**src/rtl/trainer_pkg.sv**
```systemverilog
// Shared definitions for the 4-register trainer CPU: opcodes, instruction fields, sequencer states.
package trainer_pkg;

  localparam int unsigned INSTR_W = 8;

  localparam logic [3:0] OPCODE_NOP = 4'h0;
  localparam logic [3:0] OPCODE_ADD = 4'h1;
  localparam logic [3:0] OPCODE_SUB = 4'h2;
  localparam logic [3:0] OPCODE_AND = 4'h3;
  localparam logic [3:0] OPCODE_OR  = 4'h4;
  localparam logic [3:0] OPCODE_XOR = 4'h5;
  localparam logic [3:0] OPCODE_NOT = 4'h6;
  localparam logic [3:0] OPCODE_SHL = 4'h7;
  localparam logic [3:0] OPCODE_MOV = 4'h8;
  localparam logic [3:0] OP_HALT    = 4'hF;

  // Sequencer state encodings
  localparam int unsigned SEQ_STATE_W = 2;
  localparam logic [1:0] SEQ_IDLE  = 2'd0;
  localparam logic [1:0] SEQ_FETCH = 2'd1;
  localparam logic [1:0] SEQ_ISSUE = 2'd2;
  localparam logic [1:0] SEQ_HALT  = 2'd3;

  typedef struct packed {
    logic [3:0] opcode;
    logic [1:0] dst;
    logic [1:0] src;
  } instr_t;

  function automatic logic [3:0] instr_opcode(input logic [INSTR_W-1:0] w);
    instr_t f;
    f = instr_t'(w);
    return f.opcode;
  endfunction

  function automatic logic [1:0] instr_dst(input logic [INSTR_W-1:0] w);
    instr_t f;
    f = instr_t'(w);
    return f.dst;
  endfunction

  function automatic logic [1:0] instr_src(input logic [INSTR_W-1:0] w);
    instr_t f;
    f = instr_t'(w);
    return f.src;
  endfunction

endpackage

```
**src/rtl/program_sequencer_if.sv**
```systemverilog
// Instruction handshake between the sequencer (master) and the CPU (slave).
interface program_sequencer_if #(
  parameter int unsigned IW = 8
);
  logic          instr_valid;
  logic [IW-1:0] instr;
  logic          instr_ready;

  modport master (output instr_valid, output instr, input instr_ready);
  modport slave  (input instr_valid, input instr, output instr_ready);
endinterface

```
**src/rtl/prog_ram.sv**
```systemverilog
// Program store: one write port, registered read port, contents not reset.
module prog_ram #(
  parameter int unsigned DEPTH = 16,
  parameter int unsigned AW    = 4,
  parameter int unsigned IW    = 8
) (
  input  logic          clk,
  input  logic          we,
  input  logic [AW-1:0] waddr,
  input  logic [IW-1:0] wdata,
  input  logic [AW-1:0] raddr,
  output logic [IW-1:0] rdata
);

  logic [IW-1:0] mem [DEPTH];
  logic [IW-1:0] rdata_q;

  // Write on strobe; read address sampled every cycle
  always_ff @(posedge clk) begin
    if (we) begin
      mem[waddr] <= wdata;
    end
    rdata_q <= mem[raddr];
  end

  assign rdata = rdata_q;

endmodule

```
**src/rtl/program_sequencer.sv**
```systemverilog
// Stored-program instruction source: load mode fills the RAM, run mode issues in order.
module program_sequencer
  import trainer_pkg::*;
#(
  parameter int unsigned DEPTH    = 16,
  parameter int unsigned AW       = 4,
  parameter int unsigned IW       = 8,
  parameter int unsigned TICK_DIV = 25_000_000,
  parameter bit          WRAP     = 1'b0
) (
  input  logic                clk,
  input  logic                rst,
  input  logic                mode_load,
  input  logic                wr_pulse,
  input  logic [IW-1:0]       wr_data,
  input  logic                step_pulse,
  input  logic                run_en,
  program_sequencer_if.master bus,
  output logic [AW-1:0]       pc,
  output logic [AW:0]         prog_len,
  output logic                full,
  output logic                halted
);

  localparam int unsigned LW = AW + 1;
  localparam int unsigned TW = (TICK_DIV > 1) ? $clog2(TICK_DIV) : 1;

  logic [SEQ_STATE_W-1:0] state_q, state_d;
  logic [AW-1:0]          pc_q, pc_d;
  logic [LW-1:0]          prog_len_q, prog_len_d;
  logic                   full_q, full_d;
  logic                   halted_q, halted_d;
  logic                   instr_valid_q, instr_valid_d;
  logic [IW-1:0]          instr_q, instr_d;
  logic                   mode_load_q, mode_load_d;
  logic                   load_pend_q, load_pend_d;
  logic [TW-1:0]          tick_cnt_q, tick_cnt_d;

  logic                   tick_c;
  logic                   mem_we;
  logic [AW-1:0]          mem_waddr;
  logic [IW-1:0]          rd_data;

  prog_ram #(
    .DEPTH (DEPTH),
    .AW    (AW),
    .IW    (IW)
  ) u_prog_ram (
    .clk   (clk),
    .we    (mem_we),
    .waddr (mem_waddr),
    .wdata (wr_data),
    .raddr (pc_q),
    .rdata (rd_data)
  );

  // Auto-run tick: free-running divider, pulses one cycle at wrap, parked at 0 when disabled
  always_comb begin
    tick_c     = run_en && (tick_cnt_q == TW'(TICK_DIV - 1));
    tick_cnt_d = '0;
    if (run_en && !tick_c) begin
      tick_cnt_d = tick_cnt_q + TW'(1);
    end
  end

  // Next-state and output logic for load, fetch, issue and halt
  always_comb begin
    logic          load_rise;
    logic          request;
    logic          new_prog;
    logic [LW-1:0] pc_inc;
    logic [LW-1:0] len_base;

    state_d       = state_q;
    pc_d          = pc_q;
    prog_len_d    = prog_len_q;
    halted_d      = halted_q;
    instr_valid_d = instr_valid_q;
    instr_d       = instr_q;
    load_pend_d   = load_pend_q;
    mode_load_d   = mode_load;
    mem_we        = 1'b0;
    mem_waddr     = prog_len_q[AW-1:0];

    load_rise = mode_load && !mode_load_q;
    request   = step_pulse || tick_c;
    new_prog  = load_pend_q || load_rise;
    pc_inc    = {1'b0, pc_q} + LW'(1);
    len_base  = load_rise ? '0 : prog_len_q;

    case (state_q)
      SEQ_IDLE, SEQ_HALT: begin
        load_pend_d = 1'b0;
        if (load_rise) begin
          state_d    = SEQ_IDLE;
          pc_d       = '0;
          prog_len_d = '0;
          halted_d   = 1'b0;
        end
        if (mode_load) begin
          // A write in the same cycle as the new-program edge lands at address 0
          if (wr_pulse && (load_rise || !full_q)) begin
            mem_we     = 1'b1;
            mem_waddr  = len_base[AW-1:0];
            prog_len_d = len_base + LW'(1);
          end
        end else if ((state_q == SEQ_IDLE) && request) begin
          if (prog_len_q == '0) begin
            state_d  = SEQ_HALT;
            halted_d = 1'b1;
          end else if ({1'b0, pc_q} < prog_len_q) begin
            state_d = SEQ_FETCH;
          end
        end
      end

      SEQ_FETCH: begin
        load_pend_d = new_prog;
        if (instr_opcode(rd_data) == OP_HALT) begin
          if (new_prog) begin
            state_d     = SEQ_IDLE;
            pc_d        = '0;
            prog_len_d  = '0;
            halted_d    = 1'b0;
            load_pend_d = 1'b0;
          end else begin
            state_d  = SEQ_HALT;
            halted_d = 1'b1;
          end
        end else begin
          instr_d       = rd_data;
          instr_valid_d = 1'b1;
          state_d       = SEQ_ISSUE;
        end
      end

      SEQ_ISSUE: begin
        load_pend_d = new_prog;
        if (bus.instr_ready) begin
          instr_valid_d = 1'b0;
          if (new_prog) begin
            state_d     = SEQ_IDLE;
            pc_d        = '0;
            prog_len_d  = '0;
            halted_d    = 1'b0;
            load_pend_d = 1'b0;
          end else if (pc_inc == prog_len_q) begin
            if (WRAP) begin
              pc_d    = '0;
              state_d = SEQ_IDLE;
            end else begin
              pc_d     = pc_inc[AW-1:0];
              state_d  = SEQ_HALT;
              halted_d = 1'b1;
            end
          end else begin
            pc_d    = pc_inc[AW-1:0];
            state_d = SEQ_IDLE;
          end
        end
      end

      default: begin
        state_d = SEQ_IDLE;
      end
    endcase

    full_d = (prog_len_d == LW'(DEPTH));
  end

  // State and output registers
  always_ff @(posedge clk or negedge rst) begin
    if (!rst) begin
      state_q       <= SEQ_IDLE;
      pc_q          <= '0;
      prog_len_q    <= '0;
      full_q        <= 1'b0;
      halted_q      <= 1'b0;
      instr_valid_q <= 1'b0;
      instr_q       <= '0;
      mode_load_q   <= 1'b0;
      load_pend_q   <= 1'b0;
      tick_cnt_q    <= '0;
    end else begin
      state_q       <= state_d;
      pc_q          <= pc_d;
      prog_len_q    <= prog_len_d;
      full_q        <= full_d;
      halted_q      <= halted_d;
      instr_valid_q <= instr_valid_d;
      instr_q       <= instr_d;
      mode_load_q   <= mode_load_d;
      load_pend_q   <= load_pend_d;
      tick_cnt_q    <= tick_cnt_d;
    end
  end

  assign bus.instr_valid = instr_valid_q;
  assign bus.instr       = instr_q;
  assign pc              = pc_q;
  assign prog_len        = prog_len_q;
  assign full            = full_q;
  assign halted          = halted_q;

endmodule
```
**src/flat_wrapper.sv**
```systemverilog
// flat-port wrapper written by rule: the top's interface ports become plain ports
module program_sequencer_flat import trainer_pkg::*;
#(
  parameter int unsigned DEPTH    = 16,
  parameter int unsigned AW       = 4,
  parameter int unsigned IW       = 8,
  parameter int unsigned TICK_DIV = 25_000_000,
  parameter bit          WRAP     = 1'b0
)
  (clk, rst, mode_load, wr_pulse, wr_data, step_pulse, run_en, pc, prog_len, full, halted, bus_instr_valid, bus_instr, bus_instr_ready);
  program_sequencer_if #(.IW(IW)) bus_i ();
  input  logic clk;
  input  logic rst;
  input  logic mode_load;
  input  logic wr_pulse;
  input  logic [IW-1:0] wr_data;
  input  logic step_pulse;
  input  logic run_en;
  output logic [AW-1:0] pc;
  output logic [AW:0] prog_len;
  output logic full;
  output logic halted;
  output wire logic [$bits(bus_i.instr_valid)-1:0] bus_instr_valid;
  output wire logic [$bits(bus_i.instr)-1:0] bus_instr;
  input wire logic [$bits(bus_i.instr_ready)-1:0] bus_instr_ready;
  assign bus_instr_valid = bus_i.instr_valid;
  assign bus_instr = bus_i.instr;
  assign bus_i.instr_ready = bus_instr_ready;
  program_sequencer #(.DEPTH(DEPTH), .AW(AW), .IW(IW), .TICK_DIV(TICK_DIV), .WRAP(WRAP)) u_core (.clk(clk), .rst(rst), .mode_load(mode_load), .wr_pulse(wr_pulse), .wr_data(wr_data), .step_pulse(step_pulse), .run_en(run_en), .bus(bus_i), .pc(pc), .prog_len(prog_len), .full(full), .halted(halted));
endmodule
```
**config.mk**
```make
export PLATFORM = sky130hd
export DESIGN_NAME = program_sequencer_flat
export DESIGN_NICKNAME = d
export VERILOG_FILES = /design/src/rtl/trainer_pkg.sv /design/src/rtl/program_sequencer_if.sv /design/src/rtl/prog_ram.sv /design/src/rtl/program_sequencer.sv /design/src/flat_wrapper.sv
export SDC_FILE = /design/constraint.sdc
export NUM_CORES = 1
export LEC_CHECK = 0
export ABC_AREA = 1
export CAP_MARGIN = 20
export CORE_MARGIN = 2
export CORE_UTILIZATION = 60
export CTS_BUF_LIST = sky130_fd_sc_hd__clkbuf_8
export CTS_CLUSTER_SIZE = 14
export DETAILED_ROUTE_END_ITERATION = 8
export DONT_BUFFER_PORTS = 1
export PLACE_DENSITY = 0.77
export SKIP_LAST_GASP = 1
export SLEW_MARGIN = 10
export SYNTH_ARGS = -nofsm -noshare
export SYNTH_HDL_FRONTEND = slang
export SYNTH_SLANG_ARGS = --single-unit
```
**constraint.sdc**
```tcl
create_clock -name clk -period 2.9 [get_ports clk]
set_clock_uncertainty 0.1 [all_clocks]
set_input_delay 0.435 -clock clk [delete_from_list [all_inputs] [get_ports clk]]
set_output_delay 0.435 -clock clk [all_outputs]
set_load 0.005 [all_outputs]
```
==> flow_metrics.py <==
metrics = {
    "setup_path": {
        "crit_type": "register to register",
        "cp.required_ns": 2.91,
        "crit_fanout": 8,
        "r2r_cells": 5,
        "crit_family": "simple AND/OR/NAND/NOR gates",
        "cp.arrival_ns": 2.73,
        "endpoint_kind": "register",
        "cp.buffers_inverters": 1,
        "cp_slowest_cell": "nor3_1",
        "worstPathCellList": "inv_1 -> ha_1 -> nor3_1 -> a21oi_1 -> nor2_1",
        "r2r_slack_ns": 0.18,
        "cp-start-kind": "register",
        "crit-reg2reg-launch": "u_core.state_q[0]",
        "reg2reg_to": "u_core.u_prog_ram.mem[2][1]",
        "slowest_delay_ns": 0.59,
    },
    "clocking": {
        "numCtsBuffers": 17,
        "ctsHoldBuffers": 11,
        "cts.clk_slew.worst_paths_ns": 0.10,
        "cts_tree": "done",
        "h-tree-depth": 4,
        "ctsResizeCount": 0,
        "cts_setup_buffers": 0,
        "root_buffer": "clkbuf_8",
        "clk_latency_ns": 0.47,
        "clock_tree.buffer_depth": 2,
        "clock-sinks": 185,
    },
    "yosys": {
        "yosysMostFrequentCell": "nor2_1",
        "syn-num-nets": 797,
        "netlist.area_leader.share_pct": 47.1,
        "synth_cells": 773,
        "syn-cell-area_um2": 8170,
        "synth-seq-cells": 185,
        "synthTopCellsByCount": "148 x nor2_1, 128 x edfxtp_1, 92 x nand2_1, 92 x o21ai_0, 49 x dfrtp_1",
        "synth_flop_cell": "edfxtp_1",
        "synth_area_leaders": "edfxtp_1 47%, dfrtp_1 15%, nor2_1 6.8%",
        "postSynthAreaPerCell_um2": 10.6,
        "synth-edff-count": 128,
        "yosys.area.top_type": "edfxtp_1",
        "synth_warnings": 0,
        "async_flop_share_pct": 26.5,
        "yosysSeqAreaShare_pct": 64.0,
        "synth_cell_types": 42,
    },
    "power_and_ir_drop": {
        "p_sw_share_pct": 34.3,
        "seq_power_share_pct": 48.1,
        "powerDensity_nw_per_um2": 750,
        "p_comb_share_pct": 25.3,
        "clkPwrFrac_pct": 26.6,
        "switching_power_w": 0.00230,
        "ir_drop_mv": 0.625,
        "power_leakage_nw": 3.39,
        "p_int_w": 0.00441,
    },
    "routing": {
        "drc": 0,
        "viasPerCell": 6.09,
        "postRouteAntennaNets": 0,
        "wirelength_um": 18800,
        "num_vias": 5980,
        "first_pass_iters": 6,
        "drt-initial-drc-count": 795,
        "wire_per_inst_um": 19.2,
    },
    "grt": {
        "grt_use_total_pct": 27.0,
        "grt_pass1_wl_um": 29800,
        "antenna_found_initial": 0,
        "grt_pass1_vias": 5899,
        "grt-ovfl-total": 0,
        "grt_max_degree": 67,
    },
    "sta": {
        "fmax_mhz": 367,
        "setup_viol_count_final": 0,
        "fin_crit_sh_pct": 93.9,
        "finalHoldViolations": 0,
        "rsz0062_at_grt": "false",
        "min_period_ns": 2.72,
        "drv_slew": 0,
        "max_slew_margin_pct": 38.4,
        "timing.final.ws_setup_ns": 0.178,
        "tightest_slew_ns": 0.922,
        "setup_tns_ns": 0,
    },
    "die": {
        "die_w_um": 121,
        "core_area_um2": 13200,
        "die_h_um": 121,
        "rows": 42,
        "initial_core_util_pct": 61.7,
        "die_area_um2": 14600,
        "num_io_pins": 35,
    },
    "final_layout": {
        "fillCellCount": 981,
        "final_area_um2": 8940,
        "area_growth_pct": 9.45,
        "fin_nets": 817,
        "drive_gt1_share_pct": 11.8,
        "fin_cells": 982,
        "n_antenna_cell": 0,
    },
    "placed_design": {
        "pre_cts_slack_ns": 0.234,
        "port_buffers": 0,
        "post-place-cells": 939,
        "post_dp_cell_area_um2": 8390,
        "routabilityCongestion": 0.903,
        "dpl.hpwl_um": 12400,
    },
    "worst_hold_path": {
        "hold_end": "u_core.tick_cnt_q[17]",
        "min_path_type": "primary input to register",
        "hp-start": "run_en",
        "whs_path_depth": 4,
    },
    "job": {
        "maxCapViolations": 0,
    },
    "run_status": {
        "outcome": "completed",
    },
}
logic make-up (layout without fill, tap and decap cells):
kind of cell | Yosys count | in the layout | synth area share, %
and+or+nand+nor | 330 | 330 | 18.8
DFF | 185 | 185 | 64.0
adders and majority gates | 9 | 9 | 1.38
buffers and inverters | 78 | 111 | 3.92
AOI/OAI and AO/OA | 160 | 160 | 10.7
xor gates and xnor gates | 11 | 11 | 1.18
final cells by class:
class                           count  area (um^2)  area share, %
Clock buffer                       17          234           2.62
Clock inverter                     15          184           2.06
Inverter                           51          198           2.21
Multi-Input combinational cell    510         2620           29.3
Sequential cell                   185         5230           58.5
Tap cell                          176          220           2.46
Timing Repair Buffer               28          255           2.86
sequential cells by signal, indices dropped and copies added, names as in the netlist:
register	flops
u_core.full	1
u_core.halted	1
u_core.pc	4
u_core.mode_load_q	1
u_core.tick_cnt_q	25
u_core.bus.instr_valid	1
u_core.u_prog_ram.mem	128
u_core.load_pend_q	1
u_core.u_prog_ram.rdata	8
u_core.bus.instr	8
u_core.state_q	2
u_core.prog_len	5
cell usage in the layout (no fill, tap or decap), types with 4 or more instances in the layout:
| master | n |
|---|---|
| buf_4 | 17 |
| nor2_4 | 5 |
| o22ai_1 | 41 |
| inv_1 | 37 |
| clkbuf_8 | 17 |
| nor3_1 | 8 |
| edfxtp_1 | 128 |
| dfxtp_1 | 8 |
| o21ai_0 | 92 |
| nor2_1 | 148 |
| nand4_1 | 17 |
| inv_6 | 4 |
| nand2_1 | 92 |
| nand2_2 | 6 |
| nand3_1 | 30 |
| a21oi_1 | 17 |
| ha_1 | 9 |
| inv_2 | 10 |
| dlygate4sd3_1 | 10 |
| xor2_1 | 9 |
| dfrtp_1 | 48 |
| nand3_2 | 5 |
power groups by stage:
| stage | clock network [W] | logic [W] | registers [W] |
|---|---|---|---|
| floorplan | 0 | 0.00120 | 0.00323 |
| global placement | 0 | 0.00154 | 0.00328 |
| detailed placement | 0 | 0.00160 | 0.00329 |
| CTS | 0.00180 | 0.00167 | 0.00323 |
| global route | 0.00190 | 0.00188 | 0.00325 |
| finish | 0.00178 | 0.00170 | 0.00323 |
layer usage:
layer | up-vias | share of wire (%) | track usage [%]
li1 | 2741 | - | -
met4 | 0 | 2.2 | 8.58
met1 | 2838 | 40 | 36.4
met2 | 347 | 48 | 42.8
met3 | 54 | 9.9 | 7.78
met5 | - | 0 | 0
tightest hold or removal path: cells and delay by family:
kind	cells	cell delay, ns
and+or+nand+nor	3	0.18
buffers and inverters	1	0.08
worst max path at each step:
stage	from	to	slack [ns]	depth (start not counted)
6_report	u_core.state_q[0]	u_core.u_prog_ram.mem[2][1]	0.18	5
5_1_grt	u_core.state_q[0]	u_core.u_prog_ram.mem[2][1]	0.001	5
4_1_cts	u_core.state_q[0]	u_core.u_prog_ram.mem[2][0]	0.21	5
3_5_place_dp	u_core.state_q[0]	u_core.u_prog_ram.mem[2][5]	0.23	5
3_3_place_gp	u_core.state_q[0]	u_core.u_prog_ram.mem[2][6]	0.37	5
2_1_floorplan	u_core.state_q[0]	u_core.u_prog_ram.mem[0][0]	0.75	5
per-stage QoR:
stage          hold slack (ns)  power (W)  utilization, %
6_report                 0.166    0.00670            67.5
5_1_grt                  0.152    0.00704            67.5
4_1_cts                  0.141    0.00670            67.5
3_5_place_dp            0.0407    0.00488            63.4
3_3_place_gp            0.0404    0.00482            63.4
2_1_floorplan           0.0394    0.00443               -
Note: power is estimated with default switching activity, not from simulation.
